## src/rtl/signature_analyzer.sv

```systemverilog
// -----------------------------------------------------------------------------
// signature_analyzer
//   Serial signature register (LFSR-style compactor) for a BIST session.
//   A session starts when Running rises in IDLE. Each COMPACT cycle folds one
//   data_in bit into the signature. BIST_END closes the session. One CHECK
//   cycle then compares signature and bit count against GOLDEN/EXP_LEN.
//   The block then parks in WAIT_LOW until Running drops, so a lingering
//   Running cannot start a second session.
//
// Ports
//   clk        in   1      rising-edge clock
//   reset      in   1      synchronous, active-high
//   Running    in   1      session active (from BIST controller)
//   BIST_END   in   1      session complete (from BIST controller)
//   data_in    in   1      serial response of the circuit under test
//   signature  out  SIG_W  current signature register
//   bit_count  out  16     bits compacted this session (saturating)
//   Done       out  1      one-cycle pulse when the verdict becomes valid
//   Pass       out  1      verdict: signature and length match
//   Fail       out  1      verdict: mismatch
//   Aborted    out  1      Running dropped before BIST_END
// -----------------------------------------------------------------------------
module signature_analyzer #(
    parameter int                SIG_W   = 8,
    parameter logic [SIG_W-1:0]  POLY    = 8'h07,
    parameter logic [SIG_W-1:0]  SEED    = 8'hFF,
    parameter logic [SIG_W-1:0]  GOLDEN  = 8'hF6,
    parameter logic [15:0]       EXP_LEN = 16'd3
) (
    input  logic             clk,
    input  logic             reset,
    input  logic             Running,
    input  logic             BIST_END,
    input  logic             data_in,
    output logic [SIG_W-1:0] signature,
    output logic [15:0]      bit_count,
    output logic             Done,
    output logic             Pass,
    output logic             Fail,
    output logic             Aborted
);

    typedef enum logic [1:0] {IDLE, COMPACT, CHECK, WAIT_LOW} state_t;

    state_t           state_q, state_d;
    logic [SIG_W-1:0] sig_q, sig_d;
    logic [15:0]      cnt_q, cnt_d;
    logic             done_q, done_d;
    logic             pass_q, pass_d;
    logic             fail_q, fail_d;
    logic             abort_q, abort_d;

    // Shift left; feed back POLY when the outgoing MSB disagrees with the input bit.
    function automatic logic [SIG_W-1:0] step(input logic [SIG_W-1:0] s, input logic d);
        return {s[SIG_W-2:0], 1'b0} ^ ((s[SIG_W-1] ^ d) ? POLY : '0);
    endfunction

    // State register plus datapath registers.
    always_ff @(posedge clk) begin
        if (reset) begin
            state_q <= IDLE;
            sig_q   <= SEED;
            cnt_q   <= 16'd0;
            done_q  <= 1'b0;
            pass_q  <= 1'b0;
            fail_q  <= 1'b0;
            abort_q <= 1'b0;
        end else begin
            state_q <= state_d;
            sig_q   <= sig_d;
            cnt_q   <= cnt_d;
            done_q  <= done_d;
            pass_q  <= pass_d;
            fail_q  <= fail_d;
            abort_q <= abort_d;
        end
    end

    // Next-state logic.
    always_comb begin
        state_d = state_q;
        case (state_q)
            IDLE:     if (Running) state_d = COMPACT;
            // BIST_END wins over Running in the same cycle.
            COMPACT:  if (BIST_END) state_d = CHECK;
                      else if (!Running) state_d = IDLE;
            CHECK:    state_d = WAIT_LOW;
            WAIT_LOW: if (!Running) state_d = IDLE;
            default:  state_d = IDLE;
        endcase
    end

    // Output / datapath next values.
    always_comb begin
        sig_d   = sig_q;
        cnt_d   = cnt_q;
        done_d  = 1'b0;
        pass_d  = pass_q;
        fail_d  = fail_q;
        abort_d = abort_q;
        case (state_q)
            IDLE: begin
                if (Running) begin
                    // The first bit is compacted on the entry edge itself.
                    sig_d   = step(SEED, data_in);
                    cnt_d   = 16'd1;
                    pass_d  = 1'b0;
                    fail_d  = 1'b0;
                    abort_d = 1'b0;
                end
            end
            COMPACT: begin
                if (!BIST_END) begin
                    if (Running) begin
                        sig_d = step(sig_q, data_in);
                        cnt_d = (cnt_q == 16'hFFFF) ? cnt_q : cnt_q + 16'd1;
                    end else begin
                        abort_d = 1'b1;
                    end
                end
            end
            CHECK: begin
                pass_d = (sig_q == GOLDEN) && (cnt_q == EXP_LEN);
                fail_d = !((sig_q == GOLDEN) && (cnt_q == EXP_LEN));
                done_d = 1'b1;
            end
            default: ;  // WAIT_LOW holds everything
        endcase
    end

    assign signature = sig_q;
    assign bit_count = cnt_q;
    assign Done      = done_q;
    assign Pass      = pass_q;
    assign Fail      = fail_q;
    assign Aborted   = abort_q;

endmodule

```

## config.mk

```make
export PLATFORM = sky130hd
export DESIGN_NAME = signature_analyzer
export DESIGN_NICKNAME = d
export VERILOG_FILES = /design/src/rtl/signature_analyzer.sv
export SDC_FILE = /design/constraint.sdc
export NUM_CORES = 1
export LEC_CHECK = 0
export ABC_CLOCK_PERIOD_IN_PS = 2000
export CORE_ASPECT_RATIO = 1.2
export CORE_UTILIZATION = 38
export CTS_BUF_LIST = sky130_fd_sc_hd__clkbuf_8 sky130_fd_sc_hd__clkbuf_16
export DETAILED_ROUTE_END_ITERATION = 8
export PLACE_DENSITY = 0.71
export SLEW_MARGIN = 20
export SYNTH_ARGS = -nofsm -noshare
export SYNTH_HDL_FRONTEND = slang
export SYNTH_SLANG_ARGS = --single-unit
```

## constraint.sdc

```tcl
create_clock -name clk -period 2 [get_ports clk]
set_input_delay 0.6 -clock clk [delete_from_list [all_inputs] [get_ports clk]]
set_output_delay 0.6 -clock clk [all_outputs]
set_load 0.05 [all_outputs]
```

### After elaboration in Yosys (flattened, before gate mapping)

Cells that the tools add are included.

* $add $sub $neg: 1
* eq/ne operators: 11
* muxes and demuxes: 22
* bitwise logic cells: 3
* reduce and logical (&&, ||, !) cells: 9

Operator list (number)
* $mux W16: 4
* $pmux W16 S2: 1
* $mux W8: 3
* $add A16 B1 Y16 const B: 1
* $eq A16 B16 Y1 const B: 1
* $eq A16 B2 Y1 const B: 1
* $pmux W8 S2: 1
* $ne A2 B2 Y1 const B: 5
* $eq A8 B8 Y1 const B: 1
* $pmux W2 S4: 1
* $reduce_and A4 Y1: 2
* $xor A8 B3 Y8: 1
* $not A2 Y7: 1
* $mux W2: 3
* $mux W3: 2
* $pmux W1 S2: 3
* $reduce_and A5 Y1: 1
* $eq A2 B2 Y1 const B: 2
* $mux W1: 4
* $reduce_bool A2 Y1: 2
* $eq A2 B1 Y1 const B: 1
* $logic_not A2 Y1: 1
* $reduce_and A2 Y1: 1
* $logic_and A1 B1 Y1: 1
* 2 further kinds: 2

* register bits: 30
* input port bits: 5
* output and inout bits: 28
* logic and storage cells: 53

### Longest topological paths before layout

Gate-level depths: netlist of run 1.

* word-level depth: 6
* gate-level depth with buffers: 7
* mapped depth without buffers: 5

### Worst setup path after synthesis of run 1

Ideal clock, no wire load.

* path type: reg2reg
* start: register cnt_q[0] (netlist: bit_count[0])
* end: register cnt_q[14] (netlist: bit_count[14])
* setup time: 74 ps
* arrival time: 1888 ps
* required time: 1926 ps
* slack: 38 ps
* stages on the path, launching flop included: 8
* buffers on the path: 2
* clock period less this slack: 1962 ps
* cells stage by stage: dfxtp_1 ha_1 nand4_1 nor4_4 buf_6 buf_6 o21ai_2 a31oi_1

* longest elaborated chain between the ends: 5
* elaborated cells on any way between the ends: 8
* those cells by class: add/sub: 1; eq/ne: 2; mux: 4; reduce/logical: 1

Ends and longest elaborated chain
* start: declaration: RTL line 47 `logic [15:0] cnt_q, cnt_d;`
* start signal: assignment: RTL line 71 `cnt_q <= cnt_d;`
* $add A16 B1 Y16: RTL line 116 `cnt_d = (cnt_q == 16'hFFFF) ? cnt_q : cnt_q + 16'd1;`
* $mux W16: RTL line 116
* $mux W16: RTL line 114 `if (Running) begin`
* $mux W16: RTL line 113 `if (!BIST_END) begin`
* $pmux W16 S2: RTL line 101 `case (state_q)`

Parallel ways exist; a longest one is shown, timed or not. The select of a mux whose other input is x is not followed.
A chain may end at the register's enable or synchronous reset.

### Worst setup path in the final report of run 1

* start: input Running
* end: register cnt_q[5] (netlist: bit_count[5])

* longest elaborated chain between the ends: 2
* elaborated cells on any way between the ends: 3
* those cells by class: eq/ne: 2; reduce/logical: 1

Ends and longest elaborated chain
* start: declaration: RTL line 32 `input logic Running,`
* $ne A2 B2 Y1 (no source line)
* $reduce_and A5 Y1 (no source line) (*)

Every way passes the cells marked *; elsewhere a longest branch is shown, timed or not.

==> results of run 1 <==
==> critical path: stages <==
cell	delay, ns
clkdlybuf4s50_1	0.52
nand4bb_1	0.12
buf_4	0.20
or4_1	0.50
a21oi_1	0.14
==> power by group <==
group          total, mW  switching (mW)  internal, mW
combinational      0.202           0.117        0.0853
sequential         0.632          0.0210         0.611
clock              0.512           0.240         0.272
total               1.35           0.377         0.969
==> path summary, 6_finish.rpt <==
path	cells past startpoint	to	startpoint	slack [ns]
worst min register to register	2	Fail	Fail	0.47
worst max register to register	6	bit_count[2]	bit_count[0]	0.22
worst max-delay path	5	bit_count[5]	Running	0.14
worst min-delay path	2	Fail	Fail	0.47
==> registers in the layout, indices dropped and copies added, names as in the netlist <==
| signal | flops |
|---|---|
| Aborted | 1 |
| bit_count | 16 |
| state_q | 2 |
| Fail | 1 |
| Done | 1 |
| Pass | 1 |
| signature | 8 |
==> per-layer routing <==
| metal | part of all wire | GRT usage | vias up |
|---|---|---|---|
| li1 | - | - | 854 |
| met2 | 0.49 | 0.354 | 67 |
| met3 | 0.055 | 0.0515 | 10 |
| met4 | 0.017 | 0.101 | 0 |
| met5 | 0 | 0 | - |
| met1 | 0.44 | 0.235 | 825 |
==> final cells by class <==
class	count	share of cell area
inverter	2	0.00331
clock inverter	2	0.00386
clock buffer	6	0.0364
multi-input combinational	154	0.430
timing repair buffer	50	0.231
tap	56	0.0309
sequential	30	0.265
==> through the flow <==
step                      instance area [um2]  hold slack (ns)
final                                    2270            0.472
after global routing                     2270            0.508
after CTS                                2270            0.479
after detailed placement                 2180            0.469
after floorplan                          1690            0.560
after global placement                   2180            0.467
==> cell families after synthesis <==
| family | share of synthesized area |
|---|---|
| XOR/XNOR | 0.0259 |
| flip-flops | 0.355 |
| AND/OR/NAND/NOR | 0.309 |
| adder cells (fa/ha/maj) | 0.00740 |
| buffers and inverters | 0.0681 |
| AO/OA/AOI/OAI | 0.235 |
==> Yosys cell counts, types with 6 or more instances <==
| cell type | number |
|---|---|
| nand2_1 | 10 |
| dfxtp_1 | 30 |
| nand3_1 | 6 |
| nand4_1 | 8 |
| o21ai_0 | 10 |
| a21oi_1 | 20 |
| nor2_1 | 18 |
| o31ai_1 | 10 |
==> cells in the final DEF, fill, tap and decap left out, types with 2 or more instances in the layout <==
cell type        count
a211oi_1             3
nand2_1             10
a21oi_1             20
nor4b_1              2
o21ai_1              3
o21ai_0             10
nor4_1               2
dfxtp_1             30
and3_1               3
nand3_1              6
inv_1                3
or3_1                2
clkdlybuf4s50_1      4
a31o_2               2
o31ai_1             10
nor3b_1              5
a31oi_1              5
nand2b_1             4
xnor2_1              4
clkbuf_8             6
buf_4               35
or4_1                5
nor3_1               3
nor2_1              18
buf_12              11
o211ai_1             3
nand4_1              8
a41oi_1              2
and4_1               2
==> results.md, run 1 <==
* Status: finished, final reports clean
* Worst slew pin tran at 0.527 ns
* Crit path time final at 1.86 ns
* Tcrit/Tclk final at 0.928
* Kind of start point of the critical path: input pin
* Async SR Flop Fraction at 0
* Synth top area share at 0.355
* Vias per cell at 5.85
* Core ar. at 4260 um2
* Worst endpoint required time at 2.23 ns
* Total power at 1.35 mW
* Cell variety after synth at 51
* GP Congestion at 0.869
* VDD IR max at 314 uV
* CTS resizes at 0
* Register Area at 601 um2
* Via count of the routed design at 1756
* Cell area power density at 594 nW/um2
* Final worst-path setup slack at 0.143 ns
* Overflow after GRT at 0
* DRT Pass-1 Iters at 4
* Root buffer cell: clkbuf_8
* Clock buffer depth at 2
* Vias in the first global route at 1578
* Critical Path AT at 2.08 ns
* Syn avg cell area at 8.37 um2
* Max Clock Freq at 539 MHz
* Die Area at 4720 um2
* Post-synth EDFFs at 0
* DP HPWL at 3240 um
* H-Tree Depth at 2
* Filler cell count at 417
* Seq/Total Area, Yosys at 0.355
* Mapped Cells at 202
* Number of port buffers at 32
* First-pass GRT wire length at 7420 um
* Nets at 249
* RSZ-0062 raised after global routing: false
* Total Neg Setup Slack at 0 ns
* CP Capture Type: register
* Initial DRC count at 100
* Cts hold-fix bufs at 0
* Pre-CTS WS at -0.157 ns
* Worst-path fanout max at 10
* Share of post-route cells with drive strength above 1 at 0.262
* Final Hold Viols at 0
* Mapped Nets at 208
* Routed Antenna Nets at 0
* WL/cell at 15.0 um
* CTS tree: done
* Area of the multi-input gates at 975 um2
* Initial Util at 0.397
* Pin count of the biggest net entering global routing at 20
* Synth area leaders: dfxtp_1 36%, a21oi_1 5.9%, o31ai_1 4.4%
* DR DRC count at 0
* P_leak at 0.864 nW
* Leading area contributor after synthesis: dfxtp_1
* Final slew viol count at 0
* Final setup vio count at 0
* Site Rows at 26
* Die Wd at 62.9 um
* Cells after DPL at 292
* Kind of critical path: input pin to register
* Ys Warns at 0
* Clk_lat worst skew at 0.29 ns
* Area Growth Syn to Fin at 34.1%
* Die Y-Extent at 75.1 um
* Slew headroom at 0.649
* Top_reg_cell synth: dfxtp_1
* Setup Skew at 0.00509 ns
* Clock Sinks at 30
* Initial antenna violation count at 0
* Synthesized flop and latch total at 30
* Final Non-Filler Cells at 300
* Util after Layout at 0.532
* Antenna Cells at 0
* Global-route usage over all layers at 0.204
* CTS buffer count at 5
* Setup Buffers After CTS at 0
* Min-Delay Path Class: register to register
* Max_cap viols at 0
* # IOs at 33
* Clock transition at the registers of the reported paths at 0.07 ns
* Post-Syn Area at 1690 um2
* Final wirelength at 4500 um
No activity file was read; power rests on OpenSTA's default activity.
==> run 2, diff against run 1 <==
Settings changed: CTS_BUF_LIST sky130_fd_sc_hd__clkbuf_8 sky130_fd_sc_hd__clkbuf_16 to sky130_fd_sc_hd__clkbuf_4 sky130_fd_sc_hd__clkbuf_8.
==> run 2 against run 1 <==
Against the previous run:
- die area did not move
- routed wire length shrank 0.16%
- count of clock-buffer cells in the layout is 1 higher
- utilization is 0.088 points higher
- critical path depth stayed put
- critical path type unchanged
- largest cell class unchanged
- largest power group unchanged
==> results.md, run 2 (synthesis gave the netlist of run 1 again) <==
* Setup Skew at 0.00521 ns
* CTS resizes at 0
* Tcrit/Tclk final at 0.928
* Final Hold Viols at 0
* # IOs at 33
* Clock buffer depth at 2
* Clock transition at the registers of the reported paths at 0.07 ns
* Share of post-route cells with drive strength above 1 at 0.266
* Total power at 1.36 mW
* Worst-path fanout max at 10
* Nets at 249
* Critical Path AT at 2.08 ns
* Worst reg2reg path depth at 6
* VDD IR max at 314 uV
* Pin count of the biggest net entering global routing at 20
* Antenna Cells at 0
* WL/cell at 15.0 um
* Overflow after GRT at 0
* Die Area at 4720 um2
* Crit path time final at 1.86 ns
* Placed cell areas at 2180 um2
* Setup Buffers After CTS at 0
* Status: finished, final reports clean
* Min-Delay Path Class: register to register
* CP Capture Type: register
* H-Tree Depth at 2
* Worst-path cell chain: clkdlybuf4s50_1 -> nand4bb_1 -> buf_4 -> or4_1 -> a21oi_1
* Final Non-Filler Cells at 300
* Die Y-Extent at 75.1 um
* First-pass GRT wire length at 7420 um
* Via count of the routed design at 1751
* Initial Util at 0.397
* Site Rows at 26
* P_leak at 0.863 nW
* GP Congestion at 0.869
* Clock Sinks at 30
* CP max stage cell: clkdlybuf4s50_1
* Kind of critical path: input pin to register
* Die Wd at 62.9 um
* Most frequent cells in the layout: 35 x buf_4, 30 x dfxtp_1, 20 x a21oi_1
* Slew headroom at 0.648
* DP HPWL at 3240 um
* Max_cap viols at 0
* Initial antenna violation count at 0
* Vias in the first global route at 1578
* Root buffer cell: clkbuf_8
* Final setup vio count at 0
* Core ar. at 4260 um2
* Max Clock Freq at 539 MHz
* Register Area at 601 um2
* Worst endpoint required time at 2.23 ns
* Worst slew pin tran at 0.527 ns
* DRT Pass-1 Iters at 4
* RSZ-0062 raised after global routing: false
* Kind of start point of the critical path: input pin
* CP peak stage delay at 0.52 ns
* Filler cell count at 415
* Commonest non-fill, non-tap cell in the layout: buf_4
* Number of port buffers at 32
* Area of the multi-input gates at 975 um2
* DR DRC count at 0
* CTS tree: done
* Clk_lat worst skew at 0.29 ns
* CTS buffer count at 5
* Vias per cell at 5.84
* Post-route cell area at 2270 um2
* Worst hold path depth at 2
* Cts hold-fix bufs at 0
* Area Growth Syn to Fin at 34.3%
* Final wirelength at 4490 um
* Max reg flops at 16
* Hold WS at 0.472 ns
* Initial DRC count at 100
* Routed Antenna Nets at 0
* Global-route usage over all layers at 0.204
* Cells after DPL at 292
* Final slew viol count at 0
* Cell area power density at 601 nW/um2
## run 2: cell types whose count changed in the layout (fill, tap and decap cells not counted)
cell,before,now
inv_1,3,2
clkbuf_4,0,1
## run 2: layout make-up
cell class / count / share of cell area
Multi-Input combinational cell: 154 / 0.429
Tap cell: 56 / 0.0309
Inverter: 2 / 0.00331
Sequential cell: 30 / 0.264
Clock inverter: 1 / 0.00220
Clock buffer: 7 / 0.0397
Timing Repair Buffer: 50 / 0.230
## run 2: path summary, 6_finish.rpt
kind	slack (ns)	endpoint	start
worst min-delay path	0.47	Fail	Fail
worst min register to register	0.47	Fail	Fail
worst max-delay path	0.14	bit_count[5]	Running
worst max register to register	0.22	bit_count[2]	bit_count[0]
## run 2: report_power, final
part           total, mW  switching (mW)  internal, mW
Combinational      0.202           0.117        0.0853
Sequential         0.632          0.0210         0.611
Clock              0.531           0.240         0.291
Total               1.36           0.377         0.987
## run 2: routing by layer
layer	vias up	part of all wire	track usage
li1	855	-	-
met1	819	0.44	0.235
met2	67	0.49	0.354
met3	10	0.055	0.0515
met4	0	0.017	0.101
met5	-	0	0
## run 2: critical path, delay by kind of cell
family                 cells  cell delay, ns
AND/OR/NAND/NOR            2            0.62
AO/OA/AOI/OAI              1            0.14
buffers and inverters      2            0.72
## run 2: per-stage QoR
stage / setup WS, ns / setup TNS [ns] / utilization
CTS: 0.149 / 0 / 0.533
global placement: -0.108 / -0.924 / 0.511
detailed placement: -0.157 / -1.61 / 0.511
global route: 0.0457 / 0 / 0.533
floorplan: 0.0380 / 0 / -
finish: 0.143 / 0 / 0.533
